$ cat src/rtl/nes_joy_pkg.sv
// Shared constants for the NES joypad serializer.
// Button bit indices, read counter width and saturation value.
package nes_joy_pkg;

  localparam int c_cnt_w = 4;

  typedef logic [c_cnt_w-1:0] joy_cnt_t;

  localparam joy_cnt_t c_read_sat = 4'd8;

  localparam int c_btn_a      = 0;
  localparam int c_btn_b      = 1;
  localparam int c_btn_select = 2;
  localparam int c_btn_start  = 3;
  localparam int c_btn_up     = 4;
  localparam int c_btn_down   = 5;
  localparam int c_btn_left   = 6;
  localparam int c_btn_right  = 7;

endpackage

$ cat src/rtl/nes_joy_input_filter.sv
// 2-FF synchronizer, stability filter and rising-edge pulse.
// Ports: i_clk, i_rstn, i_in (async) -> o_level, o_rise.
module nes_joy_input_filter #(
  parameter int c_filter_cycles = 2
) (
  input  logic i_clk,
  input  logic i_rstn,
  input  logic i_in,
  output logic o_level,
  output logic o_rise
);

  localparam logic [3:0] c_lim = 4'(c_filter_cycles - 1);

  logic       s1;
  logic       s2;
  logic       lvl_q;
  logic [3:0] cnt;

  always_ff @(posedge i_clk or negedge i_rstn) begin
    if (!i_rstn) begin
      s1      <= 1'b0;
      s2      <= 1'b0;
      lvl_q   <= 1'b0;
      o_level <= 1'b0;
      cnt     <= '0;
    end else begin
      s1    <= i_in;
      s2    <= s1;
      lvl_q <= o_level;
      // accept only after s2 disagreed for c_filter_cycles in a row
      if (s2 != o_level) begin
        if (cnt == c_lim) begin
          o_level <= s2;
          cnt     <= '0;
        end else begin
          cnt <= cnt + 4'd1;
        end
      end else begin
        cnt <= '0;
      end
    end
  end

  assign o_rise = o_level & ~lvl_q;

endmodule

$ cat src/rtl/nes_joypad_serializer.sv
// Two-port NES controller (CD4021) emulation on the USB core clock.
// Ports: i_btn0/1 buttons, i_joy_strobe latch, i_joy_clk shift clocks,
// o_joy_data serial bits, o_read_cnt0/1 accepted shifts (sat. 8).
module nes_joypad_serializer
  import nes_joy_pkg::*;
#(
  parameter int   c_filter_cycles = 2,
  parameter logic c_fill_bit      = 1'b1
) (
  input  logic               i_clk,
  input  logic               i_rstn,
  input  logic [7:0]         i_btn0,
  input  logic [7:0]         i_btn1,
  input  logic               i_joy_strobe,
  input  logic [1:0]         i_joy_clk,
  output logic [1:0]         o_joy_data,
  output logic [c_cnt_w-1:0] o_read_cnt0,
  output logic [c_cnt_w-1:0] o_read_cnt1
);

  // bit 0 = strobe, bits 2:1 = port clocks
  logic [2:0] lvl;
  logic [2:0] rise;
  logic       unused_ok;

  logic [7:0] btn [2];
  logic [7:0] sr  [2];
  joy_cnt_t   cnt [2];

  assign btn[0] = i_btn0;
  assign btn[1] = i_btn1;

  nes_joy_input_filter #(
    .c_filter_cycles(c_filter_cycles)
  ) u_strobe (
    .i_clk  (i_clk),
    .i_rstn (i_rstn),
    .i_in   (i_joy_strobe),
    .o_level(lvl[0]),
    .o_rise (rise[0])
  );

  assign unused_ok = ^{lvl[2:1], rise[0]};

  for (genvar gp = 0; gp < 2; gp++) begin : g_port
    nes_joy_input_filter #(
      .c_filter_cycles(c_filter_cycles)
    ) u_clk (
      .i_clk  (i_clk),
      .i_rstn (i_rstn),
      .i_in   (i_joy_clk[gp]),
      .o_level(lvl[gp+1]),
      .o_rise (rise[gp+1])
    );

    // load has priority; edges while latched are dropped
    always_ff @(posedge i_clk or negedge i_rstn) begin
      if (!i_rstn) begin
        sr[gp]  <= 8'h00;
        cnt[gp] <= '0;
      end else if (lvl[0]) begin
        sr[gp]  <= btn[gp];
        cnt[gp] <= '0;
      end else if (rise[gp+1]) begin
        sr[gp] <= {c_fill_bit, sr[gp][7:1]};
        if (cnt[gp] != c_read_sat) begin
          cnt[gp] <= cnt[gp] + joy_cnt_t'(1);
        end
      end
    end

    assign o_joy_data[gp] = sr[gp][0];
  end

  assign o_read_cnt0 = cnt[0];
  assign o_read_cnt1 = cnt[1];

endmodule
$ cat config.mk
export PLATFORM = sky130hd
export DESIGN_NAME = nes_joypad_serializer
export DESIGN_NICKNAME = d
export VERILOG_FILES = /design/src/rtl/nes_joy_pkg.sv /design/src/rtl/nes_joy_input_filter.sv /design/src/rtl/nes_joypad_serializer.sv
export SDC_FILE = /design/constraint.sdc
export NUM_CORES = 1
export LEC_CHECK = 0
export CORE_MARGIN = 2
export CORE_UTILIZATION = 50
export CTS_BUF_LIST = sky130_fd_sc_hd__clkbuf_8
export CTS_CLUSTER_DIAMETER = 200
export DETAILED_ROUTE_END_ITERATION = 10
export PLACE_DENSITY = 0.74
export RECOVER_POWER = 50
export SETUP_SLACK_MARGIN = 0.15
export SLEW_MARGIN = 5
export SYNTH_ARGS = -nofsm -noshare
export SYNTH_HDL_FRONTEND = slang
export SYNTH_SLANG_ARGS = --single-unit
$ cat constraint.sdc
create_clock -name i_clk -period 2.7 [get_ports i_clk]
set_input_delay 0.405 -clock i_clk [delete_from_list [all_inputs] [get_ports i_clk]]
set_output_delay 0.405 -clock i_clk [all_outputs]
set_load 0.005 [all_outputs]
* Word level (Yosys, flattened, before mapping)
Index checks and enable logic that the tools add are counted.
** Storage, ports and cells
- Flip-flop bits (word level) :: 47
- Output and inout bits :: 10
** Cells by class
- Equality and inequality tests :: 8
- Muxes and demuxes :: 16
- Bitwise gates (word level) :: 4
- Reductions and logical operators :: 9
- Add/sub/neg operators :: 5
** Operators with widths (number)
- $mux 4 :: 12
- $mux 8 :: 4
- $add 4x1->4 const B :: 5
- $eq 4x1->1 const B :: 3
- $reduce_and 2->1 :: 5
- $ne 4x4->1 const B :: 2
- $reduce_bool 2->1 :: 4
- $ne 1x1->1 :: 3
- $and 1x1->1 :: 2
- $not 1->1 :: 2

* Logic depth before layout (Yosys ltp)
- Depth after elaboration :: 4
- Depth in mapped cells :: 5

* By module
From an unflattened synthesis, not the netlist that was laid out.
** Unflattened totals
- Cells, all modules :: 188
- Area total of the unflattened synthesis :: 2125.8 um2
** Modules (own cells, without submodules)
- nes_joypad_serializer :: area each 1209.9 um2, times used 1, seq. area each 600.6 um2, cells each 119
- nes_joy_input_filter :: area each 305.3 um2, times used 3, seq. area each 200.2 um2, cells each 23

* Least setup slack after synthesis
No wires, ideal clock.
- Path kind :: register -> register
- From :: register cnt, in the netlist o_read_cnt1[0]
- To :: register cnt, in the netlist o_read_cnt1[0]
- Stages on the path, launching flop included :: 5
- Arrival :: 1.252 ns
- Setup slack :: 1.324 ns
- Buffers on the path :: 0
- Path through :: dfrtp_1 inv_1 ha_1 a31oi_1 mux2_2
** Between the ends
- Longest elaborated chain between the ends :: 4
- Elaborated cells on any way between the ends :: 7
- Classes of those cells :: add/sub (1); eq/ne (1); mux (3); reduce/logical (2)
** RTL lines
- start: declaration :: RTL line nes_joypad_serializer.sv:28 : joy_cnt_t cnt [2];
- start signal: indexed assignment :: RTL line nes_joypad_serializer.sv:67 : cnt[gp] <= cnt[gp] + joy_cnt_t'(1);
- $add 4x1->4 :: RTL line nes_joypad_serializer.sv:67
- $mux 4 :: RTL line nes_joypad_serializer.sv:66 : if (cnt[gp] != c_read_sat) begin
- $mux 4 :: RTL line nes_joypad_serializer.sv:64 : end else if (rise[gp+1]) begin
- $mux 4 :: RTL line nes_joypad_serializer.sv:61 : end else if (lvl[0]) begin
Parallel ways exist; a longest one is shown, timed or not. The select of a mux whose other input is x is not followed.
A chain may end at the register's enable or synchronous reset.

* Worst setup path after layout
- From :: register cnt, in the netlist o_read_cnt1[2]
- To :: output port o_read_cnt1[2]
** RTL lines
- end: declaration :: RTL line nes_joypad_serializer.sv:18 : output logic [c_cnt_w-1:0] o_read_cnt1
No word-level cell between the ends.

==> results <==
- The met1 layer usage reported by global route is 0.194.
- The area added between synthesis and finish is 20.0%.
- CTS saw 47 sinks.
- The setup-violating endpoint count in the final report is 0.
- For the finished layout, the period the worst path requires is 1.66 ns.
- The wire-length estimate of the detail-placed layout is 2.53 mm.
- Grouping stages by cell kind, the critical path spends the most delay in buffers and inverters.
- For the worst setup path, the data arrival time is 1.25 ns.
- The kind of path behind the tightest hold check is input pin to asynchronous set/reset pin.
- Of the total synthesized cell area, the portion taken by AND, OR, NAND and NOR gates is 0.122.
- The H-tree level count is 2.
- The global routing met2 resource utilization is 0.297.
- The worst setup path is of the register to output pin kind.
- The worst setup path is launched from a register.
- The later pin in the worst-skew pair is clocked with a latency of 0.30 ns.
- For the pin with the worst max-slew slack, the measured transition is 1.12 ns.
- The core region is 0.00403 mm2.
- In this run the clock root is driven by a sky130_fd_sc_hd__clkbuf_8.
- The number of DRC violations after detailed routing is 0.
- The required arrival time at the worst endpoint is 2.30 ns.
- The number of clock buffers added by TritonCTS is 5.
- Setup repair after global routing left no endpoint under its margin.
- The highest fanout seen on the critical path is 5.
- The number of cell rows is 23.
- In this run the critical register-to-register path is launched from g_port[0].u_clk.lvl_q.
- The number of global-route vias before repair was 1361.
- The worst path meets setup with 1.04 ns of slack.
- The predominant post-synthesis flop cell is sky130_fd_sc_hd__dfrtp_1.
- The violation count after the first detailed-routing iteration is 63.
- The number of hold buffers added after cts is 0.
- The most utilized layer in the global route result is met2.
- On the final layout, the worst clock skew is 0.0155 ns.
- 0 antenna diodes ended up in the layout.
- The TritonCTS clock tree is done.
- The register bit total from synthesis is 47.
- The number of gates on the worst path with buffers counted is 1.
- The total number of vias is 1400.
- The global-route met3 utilization is 0.0390.
- The count of flip-flops with a built-in enable after synthesis is 0.
- The post-route worst hold slack is 0.313 ns.
- After clock tree synthesis, the setup repair step added 0 buffers.
- Dividing the detail-routed wire length by the instance count gives 13.3 um.
- For this run, the slowest stage of the critical path takes 0.53 ns.
- The instance count of the mapped netlist is 191.
- The share of synthesized cell area in full adder, half adder and majority cells is 0.0592.
- The utilization after layout is 0.629.
- For this configuration, the core starts out at a cell density of 0.524.
- Post-CTS repair changed the size of 0 cells.
- The portion of the post-synthesis area used by sequential elements is 0.557.
- The first global-routing pass estimated 5.82 mm of wire.
- The cell with the largest stage delay on the worst path is sky130_fd_sc_hd__clkdlybuf4s50_1.
- The flow ran to the end, and the final reports show no timing, DRC or antenna violations.
- The count of different cell masters after synthesis is 24.
- Summing every instance area after synthesis gives 0.00211 mm2.
- The capturing element of the worst setup path is o_read_cnt1[2].
- The number of slew-limit violations in the final report is 0.
- Derived from the worst setup path, the maximum achievable clock frequency is 0.604 GHz.
- The floorplan die area is 0.00476 mm2.
- The first-pass iteration count of the detailed router is 4.
- The synthesized-area fraction occupied by ao, oa, aoi and oai cells is 0.0687.
- The hold violation count in the final report came to 0.
- Setup slack on the worst reg-to-reg path comes out at 1.05 ns.
- The number of fill cells is 337.
- STA classifies the critical path endpoint as an output pin.
- 31 I/O pins were placed.
- Using the TritonRoute via totals, the vias-per-cell ratio works out to 5.17.
- The worst register-to-register path ends at o_read_cnt0[0].
- The number of cells on the worst reg-to-reg path is 3.
- The aggregate routed wire length is 3.59 mm.
- Walking the worst path, the cells encountered are clkdlybuf4s50_1.
- The width of the die is 69.0 um.
- The worst pin sits at a relative slew slack of 0.254.
- The maximum resistive drop on vdd is 0.000537 V.
- In the synthesized netlist the async set-or-reset flop fraction comes to 1.00.
- The clock transition at the registers of the reported paths is 0.09 ns.
- After synthesis, the mean cell area works out to 11.1 um2.
- The fraction of layout cells with a size suffix above 1 is 0.0724.
- The beginning of the critical path is o_read_cnt1[2].
- The library cell used most frequently in the layout, excluding fill and tap cells, is sky130_fd_sc_hd__dfrtp_1.
- For this run, the total global-route usage over all layers was measured as 0.167.
- For this design the ratio of total power to cell area is 983 mW/mm2.
- The number of antenna violations at the first check in global routing is 0.
- For this design the static power due to leakage is 1.19 nW.
- The combined buffer and inverter count along the critical path is 1.
- The post-layout net count is 251.
- Entering global routing, the biggest net connects 48 pins.
- OpenSTA, run right after detailed placement, puts the worst setup slack at 1.22 ns.
- The post-synthesis xor/xnor area fraction is 0.0373.
- When the netlist entered floorplanning its net count stood at 222.
- No sink is reached through more buffers than the 2 on the longest clock path.
- The post-route antenna net violation count is 0.
- After synthesis, the largest family of logic cells by area is simple AND/OR/NAND/NOR gates.
- The vertical die dimension is 69.0 um.
- The sum of negative setup slack is 0 ns.
- The total congestion overflow is 0.
- Of the post-synthesis cell area, the part taken by muxes is 0.112.
- During synthesis, Yosys emitted a total of 0 warnings.
- The tool flagged a number of max-cap violations equal to 0.
- The congestion estimate from routability-driven global placement came to 0.694.
- The final clock period utilization by the worst path is 0.614.
- The count of input and output buffers is 30.
- In the layout the commonest cells are sky130_fd_sc_hd__dfrtp_1, sky130_fd_sc_hd__clkdlybuf4s50_1, sky130_fd_sc_hd__nor2_1.
-- area by class of cell --
type / count / area (um2) / share of cell area
sequential: 47 / 1180 / 0.464
multi-input combinational: 126 / 841 / 0.332
tap: 50 / 62.6 / 0.0247
inverter: 9 / 33.8 / 0.0133
clock buffer: 6 / 82.6 / 0.0326
timing repair buffer: 31 / 303 / 0.120
clock inverter: 2 / 35.0 / 0.0138
-- state kept, by name, summed over array words and instances, names as in the netlist --
name                  cells
u_strobe.s2               1
g_port.u_clk.o_level      2
g_port.u_clk.s2           2
u_strobe.s1               1
o_joy_data                2
g_port.u_clk.cnt          8
o_read_cnt1               4
sr                       14
u_strobe.cnt              4
g_port.u_clk.s1           2
g_port.u_clk.lvl_q        2
u_strobe.o_level          1
o_read_cnt0               4
-- metrics by stage --
step                      power, W  instance area (um2)  std cells
after floorplan            0.00178                 2110        191
after global placement     0.00192                 2420        263
after detailed placement   0.00200                 2420        263
after CTS                  0.00253                 2540        271
after global routing       0.00269                 2530        271
final                      0.00249                 2530        271
-- routing by layer --
| layer | wire, um | vias to the layer above |
|---|---|---|
| li1 | - | 687 |
| met1 | 1550 | 677 |
| met2 | 1820 | 29 |
| met3 | 166 | 7 |
| met4 | 57 | 0 |
| met5 | 0 | - |
-- worst min path at each step --
stage,start,end,slack (ns)
final,i_rstn,o_read_cnt1[2],0.31
after global routing,g_port[0].u_clk.s1,g_port[0].u_clk.s2,0.36
after CTS,i_rstn,o_read_cnt1[3],0.32
after detailed placement,g_port[0].u_clk.s1,g_port[0].u_clk.s2,0.34
after global placement,g_port[0].u_clk.s1,g_port[0].u_clk.s2,0.34
after floorplan,i_rstn,g_port[0].u_clk.cnt[0],0.11
-- cell families (layout without fill, tap and decap cells) --
kind of cell	after synthesis	in the layout
xor+xnor	9	9
simple gates	57	57
flops	47	47
compound gates	27	27
fa+ha+maj	10	10
buf+inv	18	48
mux	23	23
-- power by group --
group	leakage (nW)	switching [W]	internal (W)
sequential	0.593	0.000191	0.000936
clock	0.0612	0.000224	0.000300
combinational	0.536	0.000412	0.000429
total	1.19	0.000827	0.00166
-- cell usage after synthesis (all sizes together), types with 3 or more instances --
| cell | n | area share |
|---|---|---|
| mux2 | 5 | 0.027 |
| a21o | 3 | 0.011 |
| buf | 7 | 0.024 |
| o21ai | 16 | 0.038 |
| nand3 | 5 | 0.012 |
| xor2 | 3 | 0.012 |
| inv | 9 | 0.016 |
| nand2 | 17 | 0.030 |
| nand2b | 6 | 0.020 |
| dfrtp | 47 | 0.56 |
| mux2i | 18 | 0.085 |
| nor2 | 23 | 0.041 |
| ha | 10 | 0.059 |
| a21oi | 6 | 0.014 |
| xnor2 | 6 | 0.025 |
No activity file was read; power rests on OpenSTA's default activity.
